--- config.mk ---
export PLATFORM = sky130hd
export DESIGN_NAME = lsu
export DESIGN_NICKNAME = d
export VERILOG_FILES = /design/src/rtl/lsu.sv
export SDC_FILE = /design/constraint.sdc
export NUM_CORES = 1
export LEC_CHECK = 0
export ABC_AREA = 1
export CORE_ASPECT_RATIO = 2
export CORE_MARGIN = 8
export CORE_UTILIZATION = 50
export DETAILED_ROUTE_END_ITERATION = 10
export DONT_BUFFER_PORTS = 1
export GPL_TIMING_DRIVEN = 1
export PLACE_DENSITY_LB_ADDON = 0.12
export SETUP_SLACK_MARGIN = 0.02
export SYNTH_ARGS = -nofsm -noshare
export SYNTH_HDL_FRONTEND = slang
export SYNTH_SLANG_ARGS = --single-unit
--- constraint.sdc ---
create_clock -name clk -period 1.74 [get_ports clk]
set_input_delay 0.261 -clock clk [delete_from_list [all_inputs] [get_ports clk]]
set_output_delay 0.261 -clock clk [all_outputs]
set_load 0.02 [all_outputs]
--- src/rtl/lsu.sv ---
// Load/store unit sitting after the execute-stage ALU.
// Runs one data-memory transaction per accepted request over a req/gnt/rvalid
// bus, formats store lanes and load writeback data, and reports misaligned,
// illegal-width and timed-out accesses through resp_err.
module lsu #(
    parameter int unsigned TIMEOUT_CYCLES = 255
) (
    input  logic        clk,
    input  logic        rst,
    input  logic        req_valid,
    output logic        req_ready,
    input  logic        req_we,
    input  logic [2:0]  req_funct3,
    input  logic [31:0] req_addr,
    input  logic [31:0] req_wdata,
    input  logic [4:0]  req_rd,
    output logic        mem_req,
    output logic        mem_we,
    output logic [31:0] mem_addr,
    output logic [31:0] mem_wdata,
    output logic [3:0]  mem_wstrb,
    input  logic        mem_gnt,
    input  logic        mem_rvalid,
    input  logic [31:0] mem_rdata,
    output logic        resp_valid,
    output logic [31:0] resp_rdata,
    output logic [4:0]  resp_rd,
    output logic [1:0]  resp_err,
    output logic        busy
);

    typedef enum logic [1:0] {IDLE, REQ, WAIT, RESP} state_t;

    // Last counter value that still allows the access to continue; a grant in
    // that final cycle pushes the count past it, so the compare uses >=.
    localparam logic [15:0] TLAST = 16'(TIMEOUT_CYCLES - 1);

    state_t      state;
    logic [1:0]  addr_lo;
    logic [2:0]  funct3_q;
    logic        we_q;
    logic [4:0]  rd_q;
    logic [15:0] tcnt;

    logic        illegal;
    logic        misaligned;
    logic [31:0] st_wdata;
    logic [3:0]  st_wstrb;
    logic [7:0]  ld_byte;
    logic [15:0] ld_half;
    logic [31:0] load_data;

    // Classify the incoming request: width codes with no encoding are illegal,
    // and illegal wins over misaligned because the width is then meaningless.
    always_comb begin
        illegal    = 1'b0;
        misaligned = 1'b0;
        if (req_we)
            illegal = req_funct3[2] || (req_funct3 == 3'b011);
        else
            illegal = (req_funct3 == 3'b011) || (req_funct3 == 3'b110) ||
                      (req_funct3 == 3'b111);
        case (req_funct3)
            3'b001, 3'b101: misaligned = req_addr[0];
            3'b010:         misaligned = (req_addr[1:0] != 2'b00);
            default:        misaligned = 1'b0;
        endcase
    end

    // Replicate store data across all lanes so the strobes alone pick the bytes.
    always_comb begin
        st_wdata = req_wdata;
        st_wstrb = 4'b1111;
        case (req_funct3[1:0])
            2'b00: begin
                st_wdata = {4{req_wdata[7:0]}};
                st_wstrb = 4'b0001 << req_addr[1:0];
            end
            2'b01: begin
                st_wdata = {2{req_wdata[15:0]}};
                st_wstrb = req_addr[1] ? 4'b1100 : 4'b0011;
            end
            default: begin
                st_wdata = req_wdata;
                st_wstrb = 4'b1111;
            end
        endcase
    end

    // Pick the addressed byte/half out of the returned word and extend it.
    always_comb begin
        ld_byte   = mem_rdata[{addr_lo, 3'b000} +: 8];
        ld_half   = mem_rdata[{addr_lo[1], 4'b0000} +: 16];
        load_data = mem_rdata;
        case (funct3_q)
            3'b000:  load_data = {{24{ld_byte[7]}}, ld_byte};
            3'b001:  load_data = {{16{ld_half[15]}}, ld_half};
            3'b100:  load_data = {24'h0, ld_byte};
            3'b101:  load_data = {16'h0, ld_half};
            default: load_data = mem_rdata;
        endcase
    end

    // Transaction FSM; every output is registered and changes only here.
    always_ff @(posedge clk) begin
        if (rst) begin
            state      <= IDLE;
            req_ready  <= 1'b1;
            busy       <= 1'b0;
            mem_req    <= 1'b0;
            mem_we     <= 1'b0;
            mem_addr   <= 32'h0;
            mem_wdata  <= 32'h0;
            mem_wstrb  <= 4'b0000;
            resp_valid <= 1'b0;
            resp_rdata <= 32'h0;
            resp_rd    <= 5'd0;
            resp_err   <= 2'b00;
            tcnt       <= 16'd0;
            addr_lo    <= 2'b00;
            funct3_q   <= 3'b000;
            we_q       <= 1'b0;
            rd_q       <= 5'd0;
        end else begin
            case (state)
                IDLE: begin
                    if (req_valid) begin
                        addr_lo   <= req_addr[1:0];
                        funct3_q  <= req_funct3;
                        we_q      <= req_we;
                        rd_q      <= req_rd;
                        req_ready <= 1'b0;
                        busy      <= 1'b1;
                        if (illegal || misaligned) begin
                            state      <= RESP;
                            resp_valid <= 1'b1;
                            resp_err   <= illegal ? 2'b10 : 2'b01;
                            resp_rdata <= 32'h0;
                            resp_rd    <= req_rd;
                        end else begin
                            state     <= REQ;
                            mem_req   <= 1'b1;
                            mem_we    <= req_we;
                            mem_addr  <= {req_addr[31:2], 2'b00};
                            mem_wdata <= st_wdata;
                            mem_wstrb <= req_we ? st_wstrb : 4'b0000;
                            tcnt      <= 16'd0;
                        end
                    end
                end
                REQ: begin
                    if (mem_gnt) begin
                        mem_req <= 1'b0;
                        mem_we  <= 1'b0;
                        tcnt    <= tcnt + 16'd1;
                        if (we_q) begin
                            state      <= RESP;
                            resp_valid <= 1'b1;
                            resp_err   <= 2'b00;
                            resp_rdata <= 32'h0;
                            resp_rd    <= rd_q;
                        end else begin
                            state <= WAIT;
                        end
                    end else if (tcnt >= TLAST) begin
                        state      <= RESP;
                        mem_req    <= 1'b0;
                        mem_we     <= 1'b0;
                        resp_valid <= 1'b1;
                        resp_err   <= 2'b11;
                        resp_rdata <= 32'h0;
                        resp_rd    <= rd_q;
                    end else begin
                        tcnt <= tcnt + 16'd1;
                    end
                end
                WAIT: begin
                    if (mem_rvalid) begin
                        state      <= RESP;
                        resp_valid <= 1'b1;
                        resp_err   <= 2'b00;
                        resp_rdata <= load_data;
                        resp_rd    <= rd_q;
                    end else if (tcnt >= TLAST) begin
                        state      <= RESP;
                        resp_valid <= 1'b1;
                        resp_err   <= 2'b11;
                        resp_rdata <= 32'h0;
                        resp_rd    <= rd_q;
                    end else begin
                        tcnt <= tcnt + 16'd1;
                    end
                end
                RESP: begin
                    state      <= IDLE;
                    resp_valid <= 1'b0;
                    req_ready  <= 1'b1;
                    busy       <= 1'b0;
                end
                default: begin
                    state <= IDLE;
                end
            endcase
        end
    end

endmodule
==> results.py <==
metrics = {
    "layout": {
        "fin_cells": 1434,
        "drive_gt1_share_pct": 23.7,
        "mostFrequentLayoutCell": "nand2_1",
        "nFillCells": 1328,
        "nets": 1342,
        "final_cell_mix": "nand2_1 (282), nor2_1 (137), dfxtp_1 (128), o21ai_0 (120), a21oi_1 (73)",
        "area_growth_syn_to_layout_pct": 29.5,
    },
    "sta": {
        "hold_viol": 51,
        "whs_ns": -0.101,
        "min_period_ns": 1.82,
        "setup_viol": 22,
        "max_freq_ghz": 0.550,
        "slew_violations": 0,
        "grt_setup_unrepaired": "yes",
        "layout_setup_ws_ns": -0.0769,
        "skew_ns": 0.0110,
        "fin_crit_sh_pct": 104,
    },
    "global_route": {
        "antenna_found_initial": 0,
        "grt_pass1_vias": 7926,
        "grt-ovfl-total": 0,
        "gr-usage-all-layers_pct": 26.9,
        "grt_pass1_wl_um": 40600,
        "grt_max_degree": 54,
    },
    "floorplanning": {
        "die_area_um2": 19400,
        "core_um2": 14700,
        "start_util_pct": 50.9,
        "die_height_um": 189,
        "num_rows": 63,
        "ios": 222,
        "dieWidth_um": 103,
    },
    "clock_tree": {
        "cts_sinks": 139,
        "clkTransAtPathRegs_ns": 0.07,
        "tritoncts": "built",
        "cts-buffers-inserted": 17,
        "hold_buffers": 38,
        "clockRootBuffer": "clkbuf_16",
        "cts.path.max_buffers": 2,
        "clk_latency_ns": 0.43,
        "ctsHtreeMaxLevel": 4,
    },
    "route": {
        "wl_per_cell_um": 18.4,
        "vias_per_cell": 5.58,
        "postRouteAntennaNets": 0,
        "drtIter0Drc": 475,
        "detail_route.first_pass.iterations": 5,
        "route.detailed.drc": 0,
        "totalWireLength_um": 26400,
        "vias": 8005,
    },
    "power_and_ir_drop": {
        "vdd.ir_drop.worst_mv": 1.02,
        "p_per_area_nw_per_um2": 1560,
        "power_leakage_uw": 0.00407,
    },
    "job": {
        "drv_cap": 0,
    },
    "synth": {
        "ys_async_sr_fraction_pct": 0,
        "yosysSeqAreaShare_pct": 37.1,
        "synthDistinctLibCells": 41,
        "ys_ff_latch": 139,
        "yosys_warnings": 0,
        "synth_edf_count": 0,
        "syn_area_um2": 7500,
        "ys.flop_type": "dfxtp_1",
        "syn_avg_cell_area_um2": 6.58,
        "synth_cells": 1141,
    },
    "setup_path": {
        "cp_max_fo": 6,
        "critical_path.endpoint_type": "register",
        "startpoint_type": "register",
        "required_ns": 2.10,
        "crit_arrival_ns": 2.18,
        "worstSetupPathType": "register to register",
    },
    "placement": {
        "gp_congestion": 1.00,
        "hpwl_um": 18400,
        "dp_cells": 1345,
        "portBuffers": 0,
    },
    "run_status": {
        "status": "finished with violations",
        "violations": "hold timing, setup timing",
    },
    "min_path": {
        "hold_class": "primary input to register",
    },
}
==> power breakdown <==
| group | switching (uW) | internal (uW) | leakage, uW | total, uW |
|---|---|---|---|---|
| Clock | 1510 | 2300 | 0.000291 | 3810 |
| Sequential | 1050 | 3730 | 0.00114 | 4780 |
| Combinational | 3950 | 2660 | 0.00264 | 6610 |
| Total | 6500 | 8700 | 0.00407 | 15200 |
==> sequential cells by signal, summed over array words and instances, names as in the netlist, 2 cells and up <==
name        count
mem_wdata      32
mem_wstrb       4
addr_lo         2
funct3_q        3
state           2
mem_addr       30
resp_err        2
resp_rd         5
tcnt           16
resp_rdata     32
rd_q            5
==> critical path: stages (launching register included) <==
cell and delay [ns]:
dfxtp_4 0.37, inv_4 0.08, ha_4 0.17, inv_1 0.09, buf_4 0.15, nor2_4 0.16
buf_6 0.16, buf_16 0.14, nand2_1 0.07, nand2_1 0.07, nand2_1 0.05, nand2_1 0.05
nand2_1 0.07, a21oi_2 0.11
==> cells in the mapped netlist (2+ instances only) <==
library cell  number  area [um2]
nor3_1             5        25.0
clkbuf_1          29         109
buf_1              4        15.0
nor2_2             7        43.8
nor2_1           153         574
inv_2              8        30.0
nand3_1           37         185
or2_2              7        43.8
nand3_2            3        30.0
nand3_4            2        35.0
nand4_1           10        62.6
a31oi_1           17         106
o21ai_2            3        26.3
nand2_2           13        81.3
nor2_4             6        67.6
a21oi_4            2        32.5
a21oi_2           11        96.3
inv_6              2        17.5
o21ai_0          126         631
nand2_4            3        33.8
nand2_1          315        1180
nand3b_1           2        15.0
ha_1               6        75.1
buf_4              9        67.6
o211ai_1          13        97.6
dfxtp_1          139        2780
inv_1             87         327
a21oi_1           92         460
buf_6             10         113
buf_2              9        45.0
==> worst paths after layout <==
kind / start / to / slack [ns] / depth (start not counted)
worst max-delay path: state[0] / resp_rdata[11] / -0.08 / 13
worst min-delay path: rst / resp_rdata[8] / -0.10 / 1
worst max register to register: state[0] / resp_rdata[11] / -0.08 / 13
worst min register to register: tcnt[4] / tcnt[4] / 0.48 / 2
==> timing repair <==
action | CTS | global route
hold endpoints to repair | 86 | 50
cloned | 3 | 2
endpoints found under the setup margin | 54 | 61
pin swaps | 19 | 51
setup buffers | 12 | 6
resized for setup | 37 | 113
==> layer usage <==
layer	vias to the layer above	wire, um	GRT usage [%]
li1	3861	-	-
met1	3725	8860	25.9
met2	326	13800	47.9
met3	93	2180	7.40
met4	0	1560	17.5
met5	-	0	0
==> kinds of logic (layout without fill, tap and decap cells) <==
group | after synthesis | after routing | synth area share [%]
other | 1 | 3 | 0.0500
flip-flops | 139 | 139 | 37.1
AO/OA/AOI/OAI | 271 | 271 | 20.2
AND/OR/NAND/NOR | 563 | 563 | 31.7
buffers and inverters | 161 | 257 | 9.97
adder cells (fa/ha/maj) | 6 | 6 | 1.00
==> layout make-up <==
cell class | instances | area, um2 | area share (%)
multi-input cells | 842 | 4350 | 44.8
flip-flops and latches | 139 | 2800 | 28.9
repair buffers | 125 | 1270 | 13.1
clock buffers | 19 | 443 | 4.56
inverters | 99 | 423 | 4.35
well taps | 195 | 244 | 2.51
clock inverters | 12 | 163 | 1.67
repair inverters | 2 | 17.5 | 0.180
diodes | 1 | 2.50 | 0.0257
==> through the flow <==
step                      setup TNS, ns  total power, uW  setup WS [ns]  cell area, um2  util (%)
final                            -0.544            15200        -0.0769            9720      65.9
after CTS                        -0.364            14700        -0.0356            9350      63.4
after detailed placement         -0.876            10300        -0.0784            8080      54.8
after global routing              -3.61            16000         -0.187            9720      65.9
after global placement           -0.341            10300        -0.0848            8080      54.8
after floorplan                       0             8500         0.0123            7530         -
Note: power is estimated with default switching activity, not from simulation.
